==> src/rtl/twos_abs_pipe.sv <==
// Two-stage valid/ready pipeline: pass / negate / absolute / sign-magnitude with MIN saturation.
// Define OVF_COUNT_EN to add the saturating ovf_count output.
module twos_abs_pipe #(
  parameter int B     = 12,
  parameter int CNT_W = 16
) (
  input  logic             clk,
  input  logic             rst,
  input  logic             in_valid,
  output logic             in_ready,
  input  logic [B-1:0]     in_data,
  input  logic [1:0]       in_mode,
  output logic             out_valid,
  input  logic             out_ready,
  output logic [B-1:0]     out_data,
  output logic             out_ovf,
  output logic             out_sign
`ifdef OVF_COUNT_EN
  ,
  output logic [CNT_W-1:0] ovf_count
`endif
);

  typedef enum logic [1:0] {
    MODE_PASS = 2'b00,
    MODE_NEG  = 2'b01,
    MODE_ABS  = 2'b10,
    MODE_SM   = 2'b11
  } mode_e;

  localparam logic [B-1:0] MIN_V = {1'b1, {(B-1){1'b0}}};
  localparam logic [B-1:0] MAX_V = {1'b0, {(B-1){1'b1}}};
  localparam logic [B-1:0] ONE_V = {{(B-1){1'b0}}, 1'b1};

  generate
    if (B < 2 || CNT_W < 1) begin : g_bad_param
      $error("twos_abs_pipe: B must be >= 2 and CNT_W >= 1");
    end
  endgenerate

  logic         s1_valid;
  logic [B-1:0] s1_data;
  mode_e        s1_mode;
  logic         s2_valid;
  logic         s1_adv;
  logic         s2_adv;

  logic [B-1:0] neg;
  logic         is_min;
  logic         is_neg;
  logic [B-1:0] res;
  logic         res_ovf;

  assign s2_adv    = !s2_valid || out_ready;
  assign s1_adv    = !s1_valid || s2_adv;
  assign in_ready  = s1_adv;
  assign out_valid = s2_valid;

  always_ff @(posedge clk) begin
    if (rst) begin
      s1_valid <= 1'b0;
      s1_data  <= '0;
      s1_mode  <= MODE_PASS;
    end else if (s1_adv) begin
      s1_valid <= in_valid;
      if (in_valid) begin
        s1_data <= in_data;
        s1_mode <= mode_e'(in_mode);
      end
    end
  end

  always_comb begin
    neg     = ~s1_data + ONE_V;
    is_min  = (s1_data == MIN_V);
    is_neg  = s1_data[B-1];
    res     = s1_data;
    res_ovf = 1'b0;
    case (s1_mode)
      MODE_PASS: begin
        res     = s1_data;
        res_ovf = 1'b0;
      end
      MODE_NEG: begin
        res     = is_min ? MAX_V : neg;
        res_ovf = is_min;
      end
      MODE_ABS: begin
        res     = !is_neg ? s1_data : (is_min ? MAX_V : neg);
        res_ovf = is_min;
      end
      MODE_SM: begin
        // Negative values carry the sign in the MSB over the two's-complement magnitude.
        if (is_min)      res = '1;
        else if (is_neg) res = {1'b1, neg[B-2:0]};
        else             res = s1_data;
        res_ovf = is_min;
      end
      default: begin
        res     = s1_data;
        res_ovf = 1'b0;
      end
    endcase
  end

  always_ff @(posedge clk) begin
    if (rst) begin
      s2_valid <= 1'b0;
      out_data <= '0;
      out_ovf  <= 1'b0;
      out_sign <= 1'b0;
    end else if (s2_adv) begin
      s2_valid <= s1_valid;
      if (s1_valid) begin
        out_data <= res;
        out_ovf  <= res_ovf;
        out_sign <= is_neg;
      end
    end
  end

`ifdef OVF_COUNT_EN
  always_ff @(posedge clk) begin
    if (rst) begin
      ovf_count <= '0;
    end else if (s2_valid && out_ready && out_ovf && (ovf_count != '1)) begin
      ovf_count <= ovf_count + 1'b1;
    end
  end
`endif

endmodule

==> config.mk <==
export PLATFORM = sky130hd
export DESIGN_NAME = twos_abs_pipe
export DESIGN_NICKNAME = d
export VERILOG_FILES = /design/src/rtl/twos_abs_pipe.sv
export SDC_FILE = /design/constraint.sdc
export NUM_CORES = 1
export LEC_CHECK = 0
export ABC_AREA = 1
export CAP_MARGIN = 20
export CORE_UTILIZATION = 50
export CTS_BUF_LIST = sky130_fd_sc_hd__clkbuf_16
export CTS_CLUSTER_DIAMETER = 100
export DETAILED_ROUTE_END_ITERATION = 7
export PLACE_DENSITY = 0.82
export SYNTH_ARGS = -nofsm -noshare
export SYNTH_HDL_FRONTEND = slang
export SYNTH_SLANG_ARGS = --single-unit
==> constraint.sdc <==
create_clock -name clk -period 1.7 [get_ports clk]
set_input_delay 0.255 -clock clk [delete_from_list [all_inputs] [get_ports clk]]
set_output_delay 0.255 -clock clk [all_outputs]
set_load 0.005 [all_outputs]
==> run metrics <==
layout cells sized above 1=15.1%; remaining antenna violation count after routing=0; Initial Util=54.6%; Post-Syn Instances=220; Yosys top cell area share=38.6%; Ant. Diodes=0; Placed Instances=282; most frequent cell after synthesis=nand2_1; Max Slew Vio Count=0; Psw=557 uW; post-route setup TNS=0 ns; clk buf depth=2; hold_ws=0.461 ns; register area share after synthesis=38.6%; Top Usage Layer GRT=met2; CP endpoint kind=output port; Synth area leader=dfxtp_1; Final Setup Violations=0; vias per cell=5.30; PwrDens=974 nW/um^2; post-route minimum period=1.58 ns; initial antenna violation count=0; Sw Share=27.5%; met3 usage in global routing=6.03%; Die Wd=57.8 um; failing checks=DRC; met2 global-route usage=40.5%; Hold Path Stages=2; Core ar.=2850 um^2; Routed WL per cell=12.2 um; pin count of the biggest net entering global routing=30; Synth Flop Type=dfxtp_1; register bit count reported by yosys=30; post_cts resized=0; Worst-Margin Slew=0.444 ns; Synth area leaders=dfxtp_1 (39%), nand2_1 (11%), a21oi_1 (9.6%), o21ai_0 (8.7%), inv_1 (4.6%); cts bufs inserted=5; Clock Latency Late Sink=0.27 ns; vias in the first global route=1399; Syn Nets=239; drt drc=1; hold_buf cts=0; Post-Route Utilization=72.9%; Power Total=2.03 mW; Post-synth EDFFs=0; RSZ-0062 raised after global routing=false; Pint=1.47 mW; htree depth=2; FP Rows=19; Slew headroom=70.4%; Flop pwr share=39.4%; Synth Cell Area=1560 um^2; Worst Setup Start Kind=input port; Mean Syn Cell Area=7.07 um^2; f_max=0.631 GHz; Worst path most repeated cell=clkdlybuf4s50_1; Crit Path Class=in -> out; Combinational Power Share=20.4%; Max IR drop VDD=642 uV; first-pass GRT wire length=6.00 mm; post-route cell area=2080 um^2; Initial DRC Count=55; detailed-router iteration count before antenna repair=6; Max-Cap Viols=0; total grt overflow=0; met1 global-route usage=29.0%; Clock Power Share=40.2%; Hold Path Class=reg -> reg; synthesis warning total=0; status=finished, violations left; Yosys cell types=24; largest fanout on the critical path=2; Nets=277; Worst path max stage delay=0.50 ns; WL final=3.55 mm; most common library cells after synthesis=nand2_1 (46), a21oi_1 (30), dfxtp_1 (30), o21ai_0 (27), inv_1 (19); Clock transition at path regs=0.05 ns; Die ar.=3340 um^2; Final Cycle Share=93.2%; Pleak=0.862 nW; Hold Vio Cnt, Final=0; CTS tree=yes; placed cell area=1940 um^2; setup bufs post-CTS=0; CTS root buf=clkbuf_16; IO buf count=33; ys async rst share=0%; DP Worst Slack=0.0908 ns; worst endpoint data arrival time=1.33 ns; GP Congestion=0.887; P&R area growth vs syn=33.7%; Setup WS post-layout=0.115 ns; Critical Path RT=1.44 ns; via count=1536; Slowest-stage cell, CP=clkdlybuf4s50_1; CP cell instances=clkdlybuf4s50_1 -> inv_1 -> nand3_1 -> clkdlybuf4s50_1; hpwl dp=2.51 mm; CTS sink cnt=30; Worst Skew=0.00392 ns; GRT Util Overall=23.9%; IO Pins=34; FF-to-FF path depth=9; fin cells=290; Die Y=57.8 um
[kinds of logic after synthesis]
| group | Yosys count | share of synthesized area [%] |
|---|---|---|
| simple gates | 86 | 26.6 |
| xor+xnor | 1 | 0.563 |
| compound gates | 68 | 24.4 |
| buf+inv | 34 | 9.00 |
| flops | 30 | 38.6 |
| fa+ha+maj | 1 | 0.804 |
[worst paths after layout]
check | from | to | slack (ns)
worst max-delay path | out_ready | in_ready | 0.12
worst min-delay path | out_data[11] | out_data[11] | 0.46
worst max register to register | s1_data[0] | out_data[10] | 0.14
worst min register to register | out_data[11] | out_data[11] | 0.46
[registers in the layout, summed over array words and instances, names as in the netlist]
register   flops
out_data      12
out_ovf        1
out_sign       1
out_valid      1
s1_data       12
s1_mode        2
s1_valid       1
[power by group through the flow]
stage	Combinational, mW	Clock (mW)	Sequential (mW)
5_1_grt	0.467	0.855	0.804
4_1_cts	0.411	0.827	0.798
6_report	0.414	0.815	0.798
2_1_floorplan	0.260	0	0.807
3_3_place_gp	0.400	0	0.810
3_5_place_dp	0.407	0	0.811
[layout make-up]
class,instances,area [um^2]
clock buffer,5,125
timing repair buffer,39,388
inverter,26,97.6
multi-input combinational,156,818
tap,31,38.8
fill,242,772
clock inverter,3,12.5
sequential,30,601
[metal layers]
metal | share of wire, % | wire length [um]
met1 | 46 | 1640
met5 | 0 | 0
met3 | 4.7 | 166
met4 | 1.6 | 57
met2 | 47 | 1690
[worst max-delay path: cells and delay by family]
family,cells,cell delay [ns]
buf+inv,3,0.99
simple gates,1,0.08
[layout by cell type, fill, tap and decap left out, drive strengths merged]
cell            n
a21oi          34
a41oi           2
buf             6
clkbuf          5
clkdlybuf4s50  33
clkinv          2
dfxtp          30
ha              1
inv            27
nand2          50
nand3          16
nand3b          1
nor2           19
o21ai          31
o221ai          1
xor2            1
No activity file was read; power rests on OpenSTA's default activity.
